File: src/rtl/alu_result_stage_pkg.sv
// Shared types and default widths for the ALU result stage.
// The entry record is what each buffer slot holds after trap gating.
package alu_result_stage_pkg;

    localparam int unsigned ALU_DW = 32;
    localparam int unsigned ALU_RW = 5;
    localparam int unsigned ALU_CW = 8;

    typedef enum logic [1:0] {
        S_EMPTY = 2'd0,
        S_ONE   = 2'd1,
        S_TWO   = 2'd2
    } state_e;

    typedef struct packed {
        logic [ALU_DW-1:0] s;
        logic              z;
        logic              n;
        logic [ALU_RW-1:0] rd;
        logic              we;
        logic              ovf;
    } entry_t;

endpackage

File: src/rtl/alu_ovf_gate.sv
// Signed-overflow trap gating for an incoming ALU result.
// Overflow counts only for signed ops; a trapped result never writes its destination.
module alu_ovf_gate (
    input  logic alu_v_i,
    input  logic trap_en_i,
    input  logic reg_write_i,
    output logic we_o,
    output logic ovf_o
);

    logic ovf_hit;

    assign ovf_hit = alu_v_i & trap_en_i;
    assign we_o    = reg_write_i & ~ovf_hit;
    assign ovf_o   = ovf_hit;

endmodule

File: src/rtl/alu_result_stage.sv
// Registered ALU result stage: 2-entry skid buffer with valid/ready on both sides,
// trap gating of the write enable and a saturating count of delivered traps.
module alu_result_stage
    import alu_result_stage_pkg::*;
#(
    parameter int unsigned DW = ALU_DW,
    parameter int unsigned RW = ALU_RW,
    parameter int unsigned CW = ALU_CW
) (
    input  logic          clk,
    input  logic          reset,
    input  logic          in_valid,
    output logic          in_ready,
    input  logic [DW-1:0] alu_s,
    input  logic          alu_z,
    input  logic          alu_v,
    input  logic          alu_n,
    input  logic          trap_en,
    input  logic [RW-1:0] rd_addr,
    input  logic          reg_write,
    input  logic          flush,
    output logic          out_valid,
    input  logic          out_ready,
    output logic [DW-1:0] out_s,
    output logic          out_z,
    output logic          out_n,
    output logic [RW-1:0] out_rd,
    output logic          out_we,
    output logic          out_ovf,
    output logic [CW-1:0] ovf_count
);

    state_e        state_q, state_d;
    entry_t        head_q, head_d;
    entry_t        skid_q, skid_d;
    entry_t        in_entry;
    logic          in_ready_q, in_ready_d;
    logic [CW-1:0] ovf_count_q, ovf_count_d;
    logic          accept, pop;
    logic          in_we, in_ovf;

    alu_ovf_gate u_ovf_gate (
        .alu_v_i     (alu_v),
        .trap_en_i   (trap_en),
        .reg_write_i (reg_write),
        .we_o        (in_we),
        .ovf_o       (in_ovf)
    );

    always_comb begin
        in_entry     = '0;
        in_entry.s   = alu_s;
        in_entry.z   = alu_z;
        in_entry.n   = alu_n;
        in_entry.rd  = rd_addr;
        in_entry.we  = in_we;
        in_entry.ovf = in_ovf;
    end

    assign out_valid = (state_q != S_EMPTY);
    assign accept    = in_valid && in_ready_q && !flush;
    assign pop       = out_valid && out_ready && !flush;

    always_comb begin
        state_d = state_q;
        head_d  = head_q;
        skid_d  = skid_q;
        case (state_q)
            S_EMPTY: begin
                if (accept) begin
                    head_d  = in_entry;
                    state_d = S_ONE;
                end
            end
            S_ONE: begin
                if (accept && pop) begin
                    head_d = in_entry;
                end else if (accept) begin
                    skid_d  = in_entry;
                    state_d = S_TWO;
                end else if (pop) begin
                    state_d = S_EMPTY;
                end
            end
            S_TWO: begin
                // in_ready is low here, so only a pop can move the buffer.
                if (pop) begin
                    head_d  = skid_q;
                    state_d = S_ONE;
                end
            end
            default: state_d = S_EMPTY;
        endcase
        if (flush) begin
            state_d = S_EMPTY;
        end
    end

    // Ready is derived from the next state so upstream never sees out_ready combinationally.
    assign in_ready_d = (state_d != S_TWO);

    always_comb begin
        ovf_count_d = ovf_count_q;
        if (pop && head_q.ovf && (ovf_count_q != {CW{1'b1}})) begin
            ovf_count_d = ovf_count_q + CW'(1);
        end
    end

    always_ff @(posedge clk) begin
        if (reset) begin
            state_q     <= S_EMPTY;
            head_q      <= '0;
            skid_q      <= '0;
            in_ready_q  <= 1'b1;
            ovf_count_q <= '0;
        end else begin
            state_q     <= state_d;
            head_q      <= head_d;
            skid_q      <= skid_d;
            in_ready_q  <= in_ready_d;
            ovf_count_q <= ovf_count_d;
        end
    end

    assign in_ready  = in_ready_q;
    assign out_s     = head_q.s;
    assign out_z     = head_q.z;
    assign out_n     = head_q.n;
    assign out_rd    = head_q.rd;
    assign out_we    = head_q.we;
    assign out_ovf   = head_q.ovf;
    assign ovf_count = ovf_count_q;

endmodule
File: config.mk
export PLATFORM = sky130hd
export DESIGN_NAME = alu_result_stage
export DESIGN_NICKNAME = d
export VERILOG_FILES = /design/src/rtl/alu_result_stage_pkg.sv /design/src/rtl/alu_ovf_gate.sv /design/src/rtl/alu_result_stage.sv
export SDC_FILE = /design/constraint.sdc
export NUM_CORES = 1
export LEC_CHECK = 0
export CORE_ASPECT_RATIO = 0.7
export CORE_UTILIZATION = 53
export DETAILED_ROUTE_END_ITERATION = 10
export PLACE_DENSITY = 0.93
export SYNTH_ARGS = -nofsm -noshare
export SYNTH_HDL_FRONTEND = slang
export SYNTH_SLANG_ARGS = --single-unit
File: constraint.sdc
create_clock -name clk -period 3.46 [get_ports clk]
set_clock_uncertainty 0.1 [all_clocks]
set_input_delay 0.519 -clock clk [delete_from_list [all_inputs] [get_ports clk]]
set_output_delay 0.519 -clock clk [all_outputs]
set_load 0.005 [all_outputs]
### Word-level counts from Yosys, hierarchy flattened

Index checks and enable logic that the tools add are counted.

* register bits after elaboration: 93
* input bits: 47
* output and inout bits: 51
* logic and storage cells: 51

* add/subtract/negate cells: 1
* equal/unequal tests: 7
* multiplexer cells: 11
* bitwise logic cells: 4
* reductions and logical operators: 13

Operators by type and width (count)
* 2-to-1 mux 41 bit: 3
* one-hot mux 41 bit (3 select lines): 1
* 2-to-1 mux 2 bit: 6
* adder 8 x 1 -> 8 bit (second input constant): 1
* != test 2 bit (second input constant): 4
* != test 8 bit (second input constant): 1
* logical AND 1 bit: 7
* one-hot mux 2 bit (3 select lines): 1
* AND reduction 4 bit: 1
* AND reduction 3 bit: 1
* nonzero test 3 bit: 1
* bitwise AND 1 bit: 2
* equality test 2 x 1 -> 1 bit (second input constant): 1
* equality test 2 bit (second input constant): 1
* zero test 2 bit: 1
* inverter 1 bit: 2
* nonzero test 2 bit: 1
* zero test 1 bit: 1

### Logic depth before layout (Yosys ltp)

Gate-level depths: netlist of run 1.

* word-level depth: 9
* gate-level depth with buffers: 6
* depth with buffers taken out: 5

### By module

From an unflattened synthesis of run 1, not the netlist that was laid out.

* cells, all modules: 432
* area total of the unflattened synthesis: 3891.2 um^2

By module, submodules not included
* alu_result_stage: times used 1, cells each 430, area each 3877.5 um^2, seq. area each 1861.8 um^2
* alu_ovf_gate: times used 1, cells each 2, area each 13.8 um^2, seq. area each 0.0 um^2

### Least setup slack after synthesis of run 1

OpenSTA, ideal clock, no wires.

* path type: register to register
* start: register ovf_count_q[0], in the netlist ovf_count[0]
* end: register ovf_count_q[4], in the netlist ovf_count[4]
* library setup time: 0.123 ns
* data arrival time: 1.599 ns
* data required time: 3.237 ns
* setup slack: 1.638 ns
* cell stages (with the launch flop): 6
* path buffers: 0
* clock period less this slack: 1.822 ns
* cell sequence: dfxtp_1 -> ha_1 -> and4_1 -> a211oi_4 -> nand4_1 -> mux2_1

* cells in the longest elaborated chain, start to end: 2
* elaborated cells on any way between the ends: 3
* classes of those cells: add/sub: 1; eq/ne: 1; reduce/logical: 1

Ends and longest elaborated chain
* start: declaration: RTL line alu_result_stage.sv:38 `logic [CW-1:0] ovf_count_q, ovf_count_d;`
* start signal: assignment: RTL line alu_result_stage.sv:121 `ovf_count_q <= ovf_count_d;`
* branches (longest 2 deep; another with adder 8 x 1 -> 8 bit)

Parallel ways; which one is timed is not known.
A chain may end at the register's enable or synchronous reset.

### Final worst setup path of run 1

* start: input port flush
* end: register skid_q[1] (netlist name)

* cells in the longest elaborated chain, start to end: 5
* elaborated cells on any way between the ends: 6
* classes of those cells: bitwise: 1; reduce/logical: 5

Ends and longest elaborated chain
* start: declaration: RTL line alu_result_stage.sv:21 `input logic flush,`
* zero test 1 bit (*): RTL line alu_result_stage.sv:61, alu_result_stage.sv:62
* logical AND 1 bit (on tied branches): RTL line alu_result_stage.sv:61, alu_result_stage.sv:62
* logical AND 1 bit: RTL line alu_result_stage.sv:76 `if (accept && pop) begin`
* inverter 1 bit (no line)
* AND reduction 3 bit (no line) (*)
* end signal: assignment: RTL line alu_result_stage.sv:119 `skid_q <= skid_d;`
* end: declaration: RTL line alu_result_stage.sv:35 `entry_t skid_q, skid_d;`

Every way passes the cells marked *; elsewhere a longest branch is shown, timed or not.

==> flow_summary.yaml, run 1 <==
sta:
  finalHoldViolations: 0
  finalCriticalPeriod_ns: 2.59
  maxSlewHeadroom_pct: 45.7
  whs_ns: 0.357
  setup_viol: 0
  drv_slew: 0
  max_slew.worst_pin.slew_ns: 0.814
  period_share_pct: 74.8
  fin_tns_setup_ns: 0
  rsz0062_at_grt: "no"
  clock.fmax_mhz: 387
synth:
  synth_common_cells: "dfxtp_1 (93), a21oi_1 (85), nand2_1 (83)"
  synth_top_area_share_pct: 45.6
  syn_area_sq_um: 4090
  avgSynthCellArea_sq_um: 9.46
  ys_async_sr_fraction_pct: 0
  synthTopCellsByArea: "dfxtp_1 (46%), a211oi_2 (12%), a21oi_1 (10%)"
  synth_top_area_cell: "dfxtp_1"
  yosys.cell_count.top_type: "dfxtp_1"
  syn_nets: 480
  ys.flop_type: "dfxtp_1"
  synth-edff-count: 0
  ys_warn_count: 0
  synth_seq_cells: 93
  yosysUniqueCellTypes: 38
  ys_seq_area_share_pct: 45.6
  syn_inst: 432
cts:
  cts.sinks: 93
  cts_hold_buf: 0
  cts_buffer_depth: 2
  path_clk_slew_ns: 0.08
  cts-root-buf: "clkbuf_8"
  post-cts-setup-buffers: 0
  cts_tree: "done"
  ctsResizeCount: 0
  htree_levels: 3
  cts-buffers-inserted: 9
  clk_latency_ns: 0.35
worst_setup_path:
  cp.arrival_ns: 2.76
  crit_path_end_kind: "flop"
  cp-start-kind: "primary input"
  cp_max_fo: 43
  worstSetupPathType: "in2reg"
  critical_path_required_ns: 3.63
grt:
  use_met1_pct: 32.4
  antenna_found_initial: 0
  grt_pass1_wl_um: 15600
  grt_max_degree: 71
  grt.overflow.total: 0
  use_met2_pct: 42.0
  grt_use_met3_pct: 5.90
  grt_pass1_vias: 3300
  grt-busiest-layer: "met2"
  grt_usage_pct: 24.8
hold_path:
  min_path_type: "reg2reg"
floorplan:
  die_area_sq_um: 8070
  ioPinCount: 98
  fp-row-count: 26
  fp.coreArea_sq_um: 7380
  dieHeight_um: 75.5
  initial_core_util_pct: 55.3
  die_w_um: 107
layout:
  fin_nets: 559
  drive_gt1_share_pct: 13.8
  antenna_cells: 0
  area_delta_synth_final_pct: 29.3
drt:
  wire_per_inst_um: 16.1
  ant_nets: 0
  dr.pass1.iters: 5
  via_count: 3515
  viasPerCell: 5.72
  drt_wl_total_um: 9880
  drtIter0Drc: 218
  drc_errors: 0
run_status:
  status: "completed"
power_and_ir_drop:
  p_leak_nw: 2.03
  pwr_density_cell_nw_per_um2: 425
  max-vdd-ir-drop_mv: 0.212
run:
  max_cap_violations: 0
placed_design:
  portBuffers: 97
  dp_hpwl_um: 6560
  gp_congestion: 0.820
-- per-layer routing --
layer	share of wire (%)	wire [um]
met1	45	4410
met2	47	4670
met3	7.0	696
met4	1.0	102
met5	0	0
-- power by group --
group	total (W)	internal (W)	switching, W
logic	0.000311	0.000166	0.000146
clock network	0.000798	0.000428	0.000369
registers	0.00114	0.00111	0.0000267
-- worst paths after layout --
kind	to	slack [ns]	cells past startpoint	startpoint
max reg2reg	skid_q[1]	1.33	5	state_q[1]
max	skid_q[1]	0.87	7	flush
min reg2reg	skid_q[33]	0.36	2	skid_q[33]
min	skid_q[33]	0.36	2	skid_q[33]
-- cells by family (layout without fill, tap and decap cells) --
kind of cell / after synthesis / after routing / share of synthesized area, %
xor gates and xnor gates: 1 / 1 / 0.214
and+or+nand+nor: 117 / 117 / 12.8
adders and majority gates: 1 / 1 / 0.306
muxes: 45 / 45 / 11.1
AOI/OAI and AO/OA: 135 / 135 / 25.0
DFF: 93 / 93 / 45.6
buffers and inverters: 40 / 124 / 5.08
-- flip-flops by register name (all words and copies together) (netlist names) --
signal	count
state_q	2
in_ready	1
skid_q	41
out_ovf	1
out_rd	5
out_we	1
out_s	32
out_z	1
out_n	1
ovf_count	8
-- layout make-up --
| class | instances | area [sq um] |
|---|---|---|
| Timing Repair Buffer | 105 | 1040 |
| Inverter | 3 | 11.3 |
| Clock buffer | 11 | 141 |
| Tap cell | 98 | 123 |
| Sequential cell | 93 | 1860 |
| Fill cell | 548 | 2100 |
| Multi-Input combinational cell | 299 | 2020 |
| Clock inverter | 5 | 83.8 |
-- placed cells by master (no fill, tap or decap), types with 3 or more instances in the layout --
cell type        count
nand2_1             83
nand3_1              6
a211oi_2            39
nand3b_1             3
mux2_1               3
nor2_1               6
a21oi_1             85
clkdlybuf4s50_1     96
nand4_1              4
clkbuf_8            10
nor2b_1              4
dfxtp_1             93
mux2i_1             42
buf_4                8
-- critical path, stage by stage --
cell,delay (ns)
clkdlybuf4s50_1,0.48
clkinv_1,0.07
buf_4,0.42
and3_1,0.58
buf_4,0.40
nand3_1,0.13
a21oi_1,0.15
-- through the flow --
stage	total power [W]	setup WS [ns]	cell area, sq um	std cells	util, %
finish	0.00224	0.873	5280	614	71.5
global route	0.00233	0.772	5280	614	71.5
CTS	0.00227	0.961	5280	614	71.5
detailed placement	0.00147	0.577	5060	598	68.5
global placement	0.00146	0.657	5060	598	68.5
floorplan	0.00131	1.64	4090	432	-
No activity file was read; power rests on OpenSTA's default activity.
==> inputs of run 2 (changes only) <==
--- a/config.mk
+++ b/config.mk
@@ -6,9 +6,9 @@
 export NUM_CORES = 1
 export LEC_CHECK = 0
 export CORE_ASPECT_RATIO = 0.7
-export CORE_UTILIZATION = 53
+export CORE_UTILIZATION = 45
 export DETAILED_ROUTE_END_ITERATION = 10
-export PLACE_DENSITY = 0.93
+export PLACE_DENSITY = 0.84
 export SYNTH_ARGS = -nofsm -noshare
 export SYNTH_HDL_FRONTEND = slang
 export SYNTH_SLANG_ARGS = --single-unit
==> constraint.sdc (replaced) <==
create_clock -name clk -period 2.2 [get_ports clk]
set_clock_uncertainty 0.1 [all_clocks]
set_input_delay 0.33 -clock clk [delete_from_list [all_inputs] [get_ports clk]]
set_output_delay 0.33 -clock clk [all_outputs]
set_load 0.005 [all_outputs]
==> run 2 against run 1 <==
Against the previous run: final area up 2.8%; total power is 66% higher; sequential cell count unchanged; critical path depth shrank 4; worst setup slack got worse by 0.68 ns; sequential share of layout area decreased by 0.97 points; non-clock buffer count grew 5; final cell count increased by 4.4%; via count down 0.46%; clock-buffer cell count increased by 4; first-iteration DRC count is 8.7% lower; critical endpoint is now out_valid.
==> flow_summary.yaml, run 2 (synthesized netlist as in run 1, its figures left out) <==
run:
  max_cap_violations: 0
sta:
  setup_viol: 0
  finalHoldViolations: 0
  rsz0062_at_grt: "no"
  max_slew.worst_pin.slew_ns: 0.624
  drv_slew: 0
  clock.fmax_mhz: 497
  period_share_pct: 91.4
  maxSlewHeadroom_pct: 58.4
  whs_ns: 0.355
  fin_tns_setup_ns: 0
  finalCriticalPeriod_ns: 2.01
cts:
  post-cts-setup-buffers: 0
  cts.sinks: 93
  cts_tree: "done"
  cts_buffer_depth: 2
  path_clk_slew_ns: 0.06
  cts_hold_buf: 0
  ctsResizeCount: 0
  cts-root-buf: "clkbuf_16"
  htree_levels: 3
  clk_latency_ns: 0.34
  cts-buffers-inserted: 9
drt:
  dr.max_layer_used: "met4"
  met3_length_um: 568
  dr.pass1.iters: 4
  met1Wirelength_um: 4810
  drc_errors: 0
  ant_nets: 0
  drtIter0Drc: 199
  viasPerCell: 5.46
  via_count: 3499
  drt_wl_total_um: 10700
  wire_per_inst_um: 16.6
  route.met2.wl_um: 5180
worst_setup_path:
  cp.arrival_ns: 1.58
  cp_max_fo: 8
  worstSetupPathType: "reg2out"
  r2r_slack_ns: 0.34
  crit_path_end_kind: "output port"
  cp-start-kind: "flop"
  critical_path_required_ns: 1.77
floorplan:
  ioPinCount: 98
  fp-row-count: 28
  initial_core_util_pct: 47.4
  die_w_um: 116
  fp.coreArea_sq_um: 8620
  die_area_sq_um: 9470
  dieHeight_um: 81.7
grt:
  grt_pass1_vias: 3539
  grt.overflow.total: 0
  grt_usage_pct: 23.6
  antenna_found_initial: 0
  grt_max_degree: 51
  grt_pass1_wl_um: 17100
layout:
  nFillCells: 748
  drive_gt1_share_pct: 14.0
  multiInputGateArea_sq_um: 2020
  fin_nets: 564
  antenna_cells: 0
  layout_commonest_cell: "clkdlybuf4s50_1"
  layout_common_cells: "clkdlybuf4s50_1 (96), dfxtp_1 (93), a21oi_1 (85)"
  largest_reg_flops: 41
  regArea_sq_um: 1860
  area_delta_synth_final_pct: 32.9
  largest_register: "skid_q"
power_and_ir_drop:
  max-vdd-ir-drop_mv: 0.514
  pwr_density_cell_nw_per_um2: 687
  p_leak_nw: 2.09
hold_path:
  min_path_type: "reg2reg"
placed_design:
  dp_hpwl_um: 7000
  portBuffers: 97
  gp_congestion: 0.842
run_status:
  status: "completed"
run 2: cell count changes in the layout (fill, tap and decap cells not counted):
cell,previous run,this run
clkinvlp_4,2,0
buf_12,1,4
clkinv_4,1,0
clkbuf_16,0,9
clkbuf_1,1,4
bufinv_16,2,0
clkinv_2,0,1
clkbuf_8,10,2
buf_4,8,10
run 2: path summary, 6_finish.rpt:
| check | endpoint | depth (start not counted) | start |
|---|---|---|---|
| max reg2reg | ovf_count[4] | 5 | ovf_count[0] |
| min reg2reg | skid_q[13] | 2 | skid_q[13] |
| min | skid_q[13] | 2 | skid_q[13] |
| max | out_valid | 3 | state_q[1] |
run 2: metrics by stage:
stage | std cells | util, % | total power (W) | worst slack [ns] | cell area [sq um]
final | 641 | 63.0 | 0.00373 | 0.189 | 5430
after global routing | 641 | 63.0 | 0.00388 | 0.125 | 5430
after CTS | 641 | 63.0 | 0.00377 | 0.176 | 5430
after detailed placement | 625 | 59.9 | 0.00232 | 0.0527 | 5160
after global placement | 625 | 59.9 | 0.00231 | 0.0897 | 5160
after floorplan | 432 | - | 0.00206 | 0.378 | 4090
run 2: worst max-delay path, stage by stage, from the launching register on:
cell	delay [ns]
dfxtp_1	0.53
nor2_2	0.14
inv_1	0.08
clkdlybuf4s50_1	0.49
run 2: power by group:
| group | leakage (nW) | total (W) | switching (W) | internal (W) |
|---|---|---|---|---|
| Clock | 0.134 | 0.00144 | 0.000615 | 0.000828 |
| Combinational | 1.20 | 0.000504 | 0.000235 | 0.000269 |
| Sequential | 0.757 | 0.00179 | 0.0000400 | 0.00175 |
run 2: area by class of cell:
class / count / share of cell area (%)
tap: 120 / 2.76
clock buffer: 15 / 4.93
clock inverter: 1 / 0.0921
timing repair buffer: 110 / 20.5
multi-input combinational: 299 / 37.2
sequential: 93 / 34.3
inverter: 3 / 0.207
run 2: metal layers:
| layer | track usage [%] | vias up |
|---|---|---|
| li1 | - | 1698 |
| met1 | 28.5 | 1693 |
| met2 | 41.2 | 97 |
| met3 | 6.42 | 11 |
| met4 | 7.31 | 0 |
| met5 | 0 | - |
